[src/rtl/wb_port_arbiter_pkg.sv]
`default_nettype none
// ============================================================================
// Module      : wb_port_arbiter_pkg
// Description : Shared types and default constants for the register-file
//               write-port arbiter.
// Revision    : 1.0 - initial release
// ============================================================================
package wb_port_arbiter_pkg;

    localparam int C_AW                   = 5;
    localparam int C_DW                   = 64;
    localparam int C_DEPTH_DEFAULT        = 2;
    localparam int C_STARVE_LIMIT_DEFAULT = 4;

    typedef logic [C_AW-1:0] creg_addr_t;
    typedef logic [C_DW-1:0] word_t;

    // Writeback-stage request as seen by the arbiter
    typedef struct packed {
        logic       valid;
        logic       regwrite;
        creg_addr_t wa;
        word_t      wd;
    } wb_req_t;

    // Out-of-band mul/div result
    typedef struct packed {
        creg_addr_t wa;
        word_t      wd;
    } md_result_t;

endpackage
`default_nettype wire

[src/rtl/wb_port_arbiter_if.sv]
`default_nettype none
// ============================================================================
// Module      : wb_port_arbiter_if
// Description : Bundle of the pipeline writeback, mul/div result and
//               register-file write-port signals around the arbiter.
// Revision    : 1.0 - initial release
// ============================================================================
interface wb_port_arbiter_if
    import wb_port_arbiter_pkg::*;
#(
    parameter int AW    = C_AW,
    parameter int DW    = C_DW,
    parameter int DEPTH = C_DEPTH_DEFAULT
) ();

    localparam int CW = $clog2(DEPTH) + 1;

    logic          pipe_valid;
    logic          pipe_regwrite;
    logic [AW-1:0] pipe_wa;
    logic [DW-1:0] pipe_wd;
    logic          pipe_stall;

    logic          md_valid;
    logic [AW-1:0] md_wa;
    logic [DW-1:0] md_wd;
    logic          md_ready;

    logic          rf_we;
    logic [AW-1:0] rf_wa;
    logic [DW-1:0] rf_wd;

    logic [CW-1:0] fifo_count;

    // Sources (pipeline, mul/div unit) and register-file observer side
    modport master (
        output pipe_valid, pipe_regwrite, pipe_wa, pipe_wd,
        output md_valid, md_wa, md_wd,
        input  pipe_stall, md_ready, rf_we, rf_wa, rf_wd, fifo_count
    );

    // Arbiter side
    modport slave (
        input  pipe_valid, pipe_regwrite, pipe_wa, pipe_wd,
        input  md_valid, md_wa, md_wd,
        output pipe_stall, md_ready, rf_we, rf_wa, rf_wd, fifo_count
    );

endinterface
`default_nettype wire

[src/rtl/wb_result_fifo.sv]
`default_nettype none
// ============================================================================
// Module      : wb_result_fifo
// Description : Circular buffer of mul/div results with a kill bit per entry.
//               A tag-match port marks every matching entry as killed so a
//               stale result is dropped instead of written back.
// Revision    : 1.0 - initial release
// ============================================================================
module wb_result_fifo
    import wb_port_arbiter_pkg::*;
#(
    parameter int   DEPTH = C_DEPTH_DEFAULT,
    parameter int   AW    = C_AW,
    parameter int   DW    = C_DW,
    localparam int  CW    = $clog2(DEPTH) + 1
) (
    input  wire logic          clk,
    input  wire logic          rst,
    input  wire logic          i_push,
    input  wire logic [AW-1:0] i_push_wa,
    input  wire logic [DW-1:0] i_push_wd,
    input  wire logic          i_push_kill,
    input  wire logic          i_pop,
    input  wire logic          i_kill_en,
    input  wire logic [AW-1:0] i_kill_wa,
    output logic               o_empty,
    output logic               o_full,
    output logic [AW-1:0]      o_head_wa,
    output logic [DW-1:0]      o_head_wd,
    output logic               o_head_kill,
    output logic [CW-1:0]      o_count
);

    localparam int PW = $clog2(DEPTH);

    logic [AW-1:0]    r_wa [DEPTH];
    logic [DW-1:0]    r_wd [DEPTH];
    logic [DEPTH-1:0] r_kill;
    logic [PW-1:0]    r_wr_ptr;
    logic [PW-1:0]    r_rd_ptr;
    logic [CW-1:0]    r_count;

    // Payload storage; written only at the tail on push
    always_ff @(posedge clk) begin
        if (i_push) begin
            r_wa[r_wr_ptr] <= i_push_wa;
            r_wd[r_wr_ptr] <= i_push_wd;
        end
    end

    // Kill bits: a push installs a fresh bit; otherwise a tag match sets it.
    // Free slots may pick up a stale kill, but every push rewrites its bit.
    always_ff @(posedge clk) begin
        if (rst) begin
            r_kill <= '0;
        end else begin
            for (int i = 0; i < DEPTH; i++) begin
                if (i_push && (r_wr_ptr == PW'(i))) begin
                    r_kill[i] <= i_push_kill;
                end else if (i_kill_en && (r_wa[i] == i_kill_wa)) begin
                    r_kill[i] <= 1'b1;
                end
            end
        end
    end

    // Pointers and occupancy; pointers wrap naturally (power-of-two depth)
    always_ff @(posedge clk) begin
        if (rst) begin
            r_wr_ptr <= '0;
            r_rd_ptr <= '0;
            r_count  <= '0;
        end else begin
            if (i_push) r_wr_ptr <= r_wr_ptr + PW'(1);
            if (i_pop)  r_rd_ptr <= r_rd_ptr + PW'(1);
            r_count <= r_count + CW'(i_push) - CW'(i_pop);
        end
    end

    assign o_empty     = (r_count == '0);
    assign o_full      = (r_count == CW'(DEPTH));
    assign o_head_wa   = r_wa[r_rd_ptr];
    assign o_head_wd   = r_wd[r_rd_ptr];
    assign o_head_kill = r_kill[r_rd_ptr];
    assign o_count     = r_count;

endmodule
`default_nettype wire

[src/rtl/wb_port_arbiter.sv]
`default_nettype none
// ============================================================================
// Module      : wb_port_arbiter
// Description : Shares the register-file write port between the in-order
//               writeback stage (priority) and buffered mul/div results,
//               with a starvation guard and WAW squash of buffered results.
// Revision    : 1.0 - initial release
// ============================================================================
module wb_port_arbiter
    import wb_port_arbiter_pkg::*;
#(
    parameter int DEPTH        = C_DEPTH_DEFAULT,
    parameter int STARVE_LIMIT = C_STARVE_LIMIT_DEFAULT,
    parameter int AW           = C_AW,
    parameter int DW           = C_DW
) (
    input  wire logic         clk,
    input  wire logic         reset,
    wb_port_arbiter_if.slave  bus
);

    localparam int CW = $clog2(DEPTH) + 1;
    localparam int SW = $clog2(STARVE_LIMIT + 1);

    logic          w_pw;
    logic          w_empty;
    logic          w_full;
    logic [AW-1:0] w_head_wa;
    logic [DW-1:0] w_head_wd;
    logic          w_head_kill;
    logic [CW-1:0] w_count;
    logic          w_force;
    logic          w_pop;
    logic          w_bypass;
    logic          w_stall;
    logic          w_rf_we;
    logic [AW-1:0] w_rf_wa;
    logic [DW-1:0] w_rf_wd;
    logic          w_md_ready;
    logic          w_push;
    logic          w_commit;
    logic          w_push_kill;
    logic [SW-1:0] r_starve;

    // Write-port selection: forced drain, pipeline, buffered drain, bypass
    always_comb begin
        w_pw     = bus.pipe_valid & bus.pipe_regwrite & (bus.pipe_wa != '0);
        w_force  = (r_starve >= SW'(STARVE_LIMIT)) & ~w_empty & ~w_head_kill;
        w_rf_we  = 1'b0;
        w_rf_wa  = '0;
        w_rf_wd  = '0;
        w_stall  = 1'b0;
        w_pop    = 1'b0;
        w_bypass = 1'b0;
        if (!reset) begin
            if (w_force) begin
                w_rf_we = 1'b1;
                w_rf_wa = w_head_wa;
                w_rf_wd = w_head_wd;
                w_stall = w_pw;
                w_pop   = 1'b1;
            end else if (w_pw) begin
                w_rf_we = 1'b1;
                w_rf_wa = bus.pipe_wa;
                w_rf_wd = bus.pipe_wd;
            end else if (!w_empty) begin
                // A killed head is discarded without touching the regfile
                w_rf_we = ~w_head_kill;
                w_rf_wa = w_head_wa;
                w_rf_wd = w_head_wd;
                w_pop   = 1'b1;
            end else if (bus.md_valid && (bus.md_wa != '0)) begin
                w_rf_we  = 1'b1;
                w_rf_wa  = bus.md_wa;
                w_rf_wd  = bus.md_wd;
                w_bypass = 1'b1;
            end
        end
        // A pop frees a slot in the same cycle, so full+pop still accepts
        w_md_ready  = ~reset & (~w_full | w_pop);
        w_commit    = ~reset & w_pw & ~w_stall;
        // x0 results are accepted and dropped; bypassed ones never queue
        w_push      = bus.md_valid & w_md_ready & (bus.md_wa != '0) & ~w_bypass;
        // The pipeline instruction is younger than any mul/div result
        w_push_kill = w_commit & (bus.md_wa == bus.pipe_wa);
    end

    // Starvation counter: counts idle-waiting cycles of a non-empty buffer
    always_ff @(posedge clk) begin
        if (reset) begin
            r_starve <= '0;
        end else if (w_pop || w_empty) begin
            r_starve <= '0;
        end else if (r_starve < SW'(STARVE_LIMIT)) begin
            r_starve <= r_starve + SW'(1);
        end
    end

    wb_result_fifo #(
        .DEPTH (DEPTH),
        .AW    (AW),
        .DW    (DW)
    ) u_fifo (
        .clk         (clk),
        .rst         (reset),
        .i_push      (w_push),
        .i_push_wa   (bus.md_wa),
        .i_push_wd   (bus.md_wd),
        .i_push_kill (w_push_kill),
        .i_pop       (w_pop),
        .i_kill_en   (w_commit),
        .i_kill_wa   (bus.pipe_wa),
        .o_empty     (w_empty),
        .o_full      (w_full),
        .o_head_wa   (w_head_wa),
        .o_head_wd   (w_head_wd),
        .o_head_kill (w_head_kill),
        .o_count     (w_count)
    );

    assign bus.rf_we      = w_rf_we;
    assign bus.rf_wa      = w_rf_wa;
    assign bus.rf_wd      = w_rf_wd;
    assign bus.pipe_stall = w_stall;
    assign bus.md_ready   = w_md_ready;
    assign bus.fifo_count = reset ? '0 : w_count;

endmodule
`default_nettype wire

[src/flat_wrapper.sv]
// flat-port wrapper written by rule: the top's interface ports become plain ports
module wb_port_arbiter_flat import wb_port_arbiter_pkg::*;
#(
    parameter int DEPTH        = C_DEPTH_DEFAULT,
    parameter int STARVE_LIMIT = C_STARVE_LIMIT_DEFAULT,
    parameter int AW           = C_AW,
    parameter int DW           = C_DW
)
  (clk, reset, bus_pipe_valid, bus_pipe_regwrite, bus_pipe_wa, bus_pipe_wd, bus_md_valid, bus_md_wa, bus_md_wd, bus_pipe_stall, bus_md_ready, bus_rf_we, bus_rf_wa, bus_rf_wd, bus_fifo_count);
  wb_port_arbiter_if #(.AW(AW), .DW(DW), .DEPTH(DEPTH)) bus_i ();
  input  wire logic clk;
  input  wire logic reset;
  input wire logic [$bits(bus_i.pipe_valid)-1:0] bus_pipe_valid;
  input wire logic [$bits(bus_i.pipe_regwrite)-1:0] bus_pipe_regwrite;
  input wire logic [$bits(bus_i.pipe_wa)-1:0] bus_pipe_wa;
  input wire logic [$bits(bus_i.pipe_wd)-1:0] bus_pipe_wd;
  input wire logic [$bits(bus_i.md_valid)-1:0] bus_md_valid;
  input wire logic [$bits(bus_i.md_wa)-1:0] bus_md_wa;
  input wire logic [$bits(bus_i.md_wd)-1:0] bus_md_wd;
  output wire logic [$bits(bus_i.pipe_stall)-1:0] bus_pipe_stall;
  output wire logic [$bits(bus_i.md_ready)-1:0] bus_md_ready;
  output wire logic [$bits(bus_i.rf_we)-1:0] bus_rf_we;
  output wire logic [$bits(bus_i.rf_wa)-1:0] bus_rf_wa;
  output wire logic [$bits(bus_i.rf_wd)-1:0] bus_rf_wd;
  output wire logic [$bits(bus_i.fifo_count)-1:0] bus_fifo_count;
  assign bus_i.pipe_valid = bus_pipe_valid;
  assign bus_i.pipe_regwrite = bus_pipe_regwrite;
  assign bus_i.pipe_wa = bus_pipe_wa;
  assign bus_i.pipe_wd = bus_pipe_wd;
  assign bus_i.md_valid = bus_md_valid;
  assign bus_i.md_wa = bus_md_wa;
  assign bus_i.md_wd = bus_md_wd;
  assign bus_pipe_stall = bus_i.pipe_stall;
  assign bus_md_ready = bus_i.md_ready;
  assign bus_rf_we = bus_i.rf_we;
  assign bus_rf_wa = bus_i.rf_wa;
  assign bus_rf_wd = bus_i.rf_wd;
  assign bus_fifo_count = bus_i.fifo_count;
  wb_port_arbiter #(.DEPTH(DEPTH), .STARVE_LIMIT(STARVE_LIMIT), .AW(AW), .DW(DW)) u_core (.clk(clk), .reset(reset), .bus(bus_i));
endmodule
[config.mk]
export PLATFORM = sky130hd
export DESIGN_NAME = wb_port_arbiter_flat
export DESIGN_NICKNAME = d
export VERILOG_FILES = /design/src/rtl/wb_port_arbiter_pkg.sv /design/src/rtl/wb_port_arbiter_if.sv /design/src/rtl/wb_result_fifo.sv /design/src/rtl/wb_port_arbiter.sv /design/src/flat_wrapper.sv
export SDC_FILE = /design/constraint.sdc
export NUM_CORES = 1
export LEC_CHECK = 0
export BUFFER_PORTS_ARGS = -buffer_cell sky130_fd_sc_hd__buf_2
export CAP_MARGIN = 0
export CORE_MARGIN = 8
export CORE_UTILIZATION = 55
export CTS_CLUSTER_DIAMETER = 200
export DETAILED_ROUTE_END_ITERATION = 16
export HOLD_SLACK_MARGIN = 0.08
export PLACE_DENSITY = 0.86
export SYNTH_ARGS = -nofsm -noshare
export SYNTH_HDL_FRONTEND = slang
export SYNTH_SLANG_ARGS = --single-unit
[constraint.sdc]
create_clock -name clk -period 5.5 [get_ports clk]
set_input_delay 0.55 -clock clk [delete_from_list [all_inputs] [get_ports clk]]
set_output_delay 0.55 -clock clk [all_outputs]
set_load 0.1 [all_outputs]
Word-level counts from Yosys, hierarchy flattened
Memory sizes are Yosys's and may differ from the RTL's. A register that Yosys moved wholly into a read port is not among the register bits.
Cells that the tools add are included.

cells by class
  equality and inequality tests = 4
  magnitude comparators = 3
  add/sub/neg operators = 5
  mux-type cells = 38
  bitwise gates (word level) = 19
  reductions and logical operators = 12

operators by type and width
  cell                 count
  $mux 64              5
  $mux 1               27
  $mux 5               5
  $eq 5x5->1           3
  $and 1x1->1          11
  $reduce_bool 5->1    2
  $not 1->1            7
  $logic_and 1x1->1    5
  $reduce_bool 2->1    2
  $add 3x1->3 const B  1
  $ge 3x3->1 const B   1
  $lt 3x3->1 const B   1
  $add 1x1->1 const B  2
  $add 2x1->2          1
  $eq 2x2->1 const B   1
  $logic_not 2->1      1
  $lt 1x2->1 const B   1
  $mux 2               1
  $reduce_or 2->1      1
  $sub 2x1->2          1
  $logic_or 1x1->1     1
  $or 1x1->1           1

word-level totals
  word-level logic and storage cells = 89
  memories = 2
  output and inout bits = 74
  bits of input ports = 143
  register bits after elaboration = 9
  memory bits (writable) = 138

memory list
  memory              depth  width  rd ports  clocked after Yosys merged registers in  write ports  line                  text
  u_core.u_fifo.r_wd  2      64     1         1                                        1            wb_result_fifo.sv:37  logic [DW-1:0] r_wd [DEPTH];
  u_core.u_fifo.r_wa  2      5      3         1                                        1            wb_result_fifo.sv:36  logic [AW-1:0] r_wa [DEPTH];

Logic depth before layout (Yosys ltp)
  word-level depth = 13
  gate-level depth with buffers = 13
  depth with buffers taken out = 11

Modules after synthesis
A second synthesis with hierarchy kept.

unflattened totals
  cell total of the unflattened synthesis = 799
  area total of the unflattened synthesis = 8755.9 um2

by module, submodules not included
  module           sequential area each (um2)  area an instance (um2)  cells each  instances
  wb_result_fifo   4284.1                      5442.7                  262         1
  wb_port_arbiter  60.1                        3313.2                  537         1

Worst setup path after synthesis
Ideal clock, no wire load.

  path kind = input port to output port
  start = input bus_pipe_wa[2]
  end = output bus_pipe_stall
  path buffers = 3
  required time = 4.950 ns
  setup slack = 0.828 ns
  data arrival time = 4.122 ns
  cell stages on the path = 5
  cell sequence = clkbuf_1 > o311ai_1 > buf_2 > buf_2 > nor4_1

between the ends
  longest elaborated chain between the ends = 4

RTL lines
  element             line                   text
  start: declaration  flat_wrapper.sv:15     input wire logic [$bits(bus_i.pipe_wa)-1:0] bus_pipe_wa;
  $reduce_bool 5->1   wb_port_arbiter.sv:47  w_pw = bus.pipe_valid & bus.pipe_regwrite & (bus.pipe_wa != '0);
  $and 1x1->1         wb_port_arbiter.sv:47
  $mux 1              wb_port_arbiter.sv:56  if (w_force) begin
  $mux 1              wb_port_arbiter.sv:55  if (!reset) begin
  end: declaration    flat_wrapper.sv:20     output wire logic [$bits(bus_i.pipe_stall)-1:0] bus_pipe_stall;

No other way between the ends.

Final worst setup path
  start = register u_core.u_fifo.r_count[1], in the netlist u_core.u_fifo.o_count[1]
  end = output bus_rf_wa[1]

between the ends
  longest elaborated chain between the ends = 6
  elaborated cells on any way between the ends = 8
  those cells by class = 4 x mux; 3 x bitwise; 1 x reduce/logical

RTL lines
  element                   line                   text
  start: declaration        wb_result_fifo.sv:41   logic [CW-1:0] r_count;
  start signal: assignment  wb_result_fifo.sv:76   r_count <= r_count + CW'(i_push) - CW'(i_pop);
  $logic_not 2->1 (*)       wb_result_fifo.sv:80   assign o_empty = (r_count == '0);
  $not 1->1                 wb_port_arbiter.sv:48  w_force = (r_starve >= SW'(STARVE_LIMIT)) & ~w_empty & ~w_head_kill;
  $and 1x1->1 (2 in a row)  wb_port_arbiter.sv:48
  $mux 5 (*)                wb_port_arbiter.sv:56
  $mux 5 (*)                wb_port_arbiter.sv:55
  end: declaration          flat_wrapper.sv:23     output wire logic [$bits(bus_i.rf_wa)-1:0] bus_rf_wa;

Mark *: on every way between the ends. The rest lies on a longest branch, timed or not.

==> impl_metrics.toml <==
[sta]
rsz0062_at_grt = "no"
min_period_over_period_pct = 74.8
slew_headroom_pct = 15.2
setup_viol = 0
hold_violations = 0
fmax_ghz = 0.243
finalClockSkew_ns = 0.00718
drv_slew = 0
setup-tns-final_ns = 0
tightestPinTransition_ns = 1.27
fin_crit_ns = 4.12

[synth]
synthCells = 491
synth.area.top_cells = "edfxtp_1 61%, mux2i_1 11%, a22oi_1 5.8%"
synth_top_cell_area_share_pct = 61.3
synth_edf_count = 138
async_flop_share_pct = 0
synthFlopType = "edfxtp_1"
synth-seq-area-share_pct = 64.3
synth_cell_types = 44
postSynthAreaPerCell_um2 = 13.8
yosys_warnings = 0
synth_area_mm2 = 0.00676
ys_ff_latch = 148
yosys.area.top_type = "edfxtp_1"
synth_nets = 637

[clocking]
cts.clk_slew.worst_paths_ns = 0.06
clock-sinks = 148
numCtsBuffers = 17
cts_buffer_depth = 2
cts_tree = "done"
h-tree-depth = 4
clk-insertion-delay-late_ns = 0.41
post_cts_buffers = 0
cts_resized = 0
clock-root-buffer = "clkbuf_16"
ctsHoldBuffers = 0

[detailed_routing]
vias = 5035
drtIter0Drc = 499
via_per_inst = 5.90
drt-pass1-iter-count = 6
wl_um = 17300
route.detailed.drc = 0
detail-route-antenna-nets = 0
wl_per_cell_um = 20.3

[die]
core_mm2 = 0.0120
chipHeight_um = 127
num_rows = 40
die_w_um = 127
initial_core_util_pct = 56.2
die-area_mm2 = 0.0161
io_pins = 217

[setup_path]
timing.rr.end = "u_core.u_fifo.o_count[1]"
r2r_start = "u_core.u_fifo.o_count[1]"
r2r_cells = 11
cp_max_fo = 52
end_kind = "primary output"
worstPathRequired_ns = 4.95
crit_arrival_ns = 3.57
worst-setup-path-type = "register to primary output"
rrSetupSlack_ns = 2.45
cp-start-kind = "register"

[pwr]
p_per_area_mw_per_mm2 = 513
power_frac_seq_pct = 32.4
ir_worst_vdd_uv = 378
combPwrFrac_pct = 43.4
clockPowerShare_pct = 24.2
switching_share_pct = 45.5
switchingPower_w = 0.00197
p_leak_nw = 3.26
internal-power_w = 0.00236
finalPower_w = 0.00434

[hold_path]
whs_path_depth = 1
hold_start = "bus_md_wd[3]"
hp-class = "input pin to register"
hold_end = "u_core.u_fifo.r_wd[0][3]"

[grt]
grt_pass1_wl_um = 26900
grt_pass1_vias = 5396
grtUsageTotal_pct = 21.0
grt.busiest_layer = "met2"
antenna_found_initial = 0
overflow = 0
grt_max_degree = 71
met2_usage_pct = 37.3
use_met3_pct = 4.94
grt_use_met1_pct = 23.2

[placed_design]
globalplace.congestion = 0.831
io_buffers = 216
dp.cells = 821
hpwl_um = 11700

[status]
outcome = "finished, final reports clean"

[final_layout]
stdcell_count = 853
utilization_pct = 70.4
fin_nets = 839
fillers = 827
area_delta_synth_final_pct = 25.1
drive_gt1_share_pct = 37.0
num_antenna_cells = 0

[flow_run]
maxCapViolations = 0
==> kinds of logic after synthesis <==
family	after synthesis	synth area share, %
mux	73	10.9
compound gates	155	14.9
simple gates	52	4.35
flops	148	64.3
fa+ha+maj	3	0.556
xor+xnor	19	2.46
buf+inv	41	2.56
==> worst max-delay path, cell delays in order (launching register included) <==
cell	delay (ns)
dfxtp_1	0.38
nor2_1	0.43
o211a_1	0.56
and3_2	0.94
a22oi_1	0.17
o21ai_1	0.19
buf_2	0.47
==> placed cells by master (no fill, tap or decap), types with 3 or more instances in the layout <==
| master | n |
|---|---|
| a21oi_1 | 20 |
| a22oi_1 | 52 |
| and3_1 | 17 |
| buf_2 | 216 |
| buf_4 | 5 |
| clkbuf_1 | 7 |
| clkbuf_16 | 17 |
| clkinv_2 | 5 |
| dfxtp_1 | 9 |
| edfxtp_1 | 138 |
| ha_1 | 3 |
| mux2i_1 | 71 |
| nor2_1 | 11 |
| nor3_1 | 5 |
| o21ai_1 | 52 |
| o22ai_1 | 17 |
| xnor2_1 | 5 |
| xor2_1 | 14 |
==> synthesized netlist by cell type (3+ instances only) <==
cell and n:
a21oi_1 20, a22oi_1 52, and3_1 18, buf_2 15, clkbuf_1 21, dfxtp_1 10, edfxtp_1 138, ha_1 3
mux2i_1 71, nor2_1 11, nor3_1 5, o21ai_1 52, o22ai_1 17, xnor2_1 5, xor2_1 14
==> stage by stage <==
step                setup slack [ns]  instance area, µm²  hold WS (ns)
finish                          1.38                8450         0.341
global placement                1.71                7920         0.480
detailed placement              1.61                7920         0.541
floorplan                      0.828                6760         0.462
CTS                             1.44                8450         0.325
global route                    1.16                8450         0.334
==> worst max path at each step <==
stage | from | to | slack (ns) | depth (start not counted)
floorplan | bus_pipe_wa[2] | bus_pipe_stall | 0.83 | 5
global placement | bus_pipe_wa[4] | bus_rf_wd[0] | 1.71 | 8
detailed placement | bus_pipe_wa[4] | bus_rf_wa[1] | 1.61 | 8
CTS | u_core.u_fifo.o_count[1] | bus_rf_wa[1] | 1.44 | 6
global route | u_core.u_fifo.o_count[1] | bus_rf_wd[40] | 1.16 | 6
finish | u_core.u_fifo.o_count[1] | bus_rf_wa[1] | 1.38 | 6
==> power by group through the flow <==
stage,clock (W),combinational [W],sequential (W)
after global routing,0.00110,0.00196,0.00141
after global placement,0,0.00184,0.00142
after floorplan,0,0.00158,0.00138
final,0.00105,0.00188,0.00141
after CTS,0.00106,0.00188,0.00140
after detailed placement,0,0.00187,0.00143
==> cell type report <==
cell class                      instances  area [µm²]  area share [%]
Clock buffer                           26         479            5.67
Tap cell                              147         184            2.18
Inverter                                3        11.3           0.133
Clock inverter                          6        55.1           0.651
Timing Repair Buffer                  221        1120            13.2
Sequential cell                       148        4350            51.4
Multi-Input combinational cell        302        2260            26.7
==> per-layer routing <==
metal  share of wire (%)  up-vias
met5                   0        -
met4                 2.2        0
met3                 6.6       34
met2                  52      240
met1                  39     2405
li1                    -     2356
==> flip-flops by register name (all words and copies together), names as in the netlist, named ones only <==
signal	count
u_core.r_starve	3
u_core.u_fifo.o_count	2
u_core.u_fifo.r_kill	2
u_core.u_fifo.r_rd_ptr	1
u_core.u_fifo.r_wa	10
u_core.u_fifo.r_wd	128
u_core.u_fifo.r_wr_ptr	1
(Power assumes the default switching activity.)
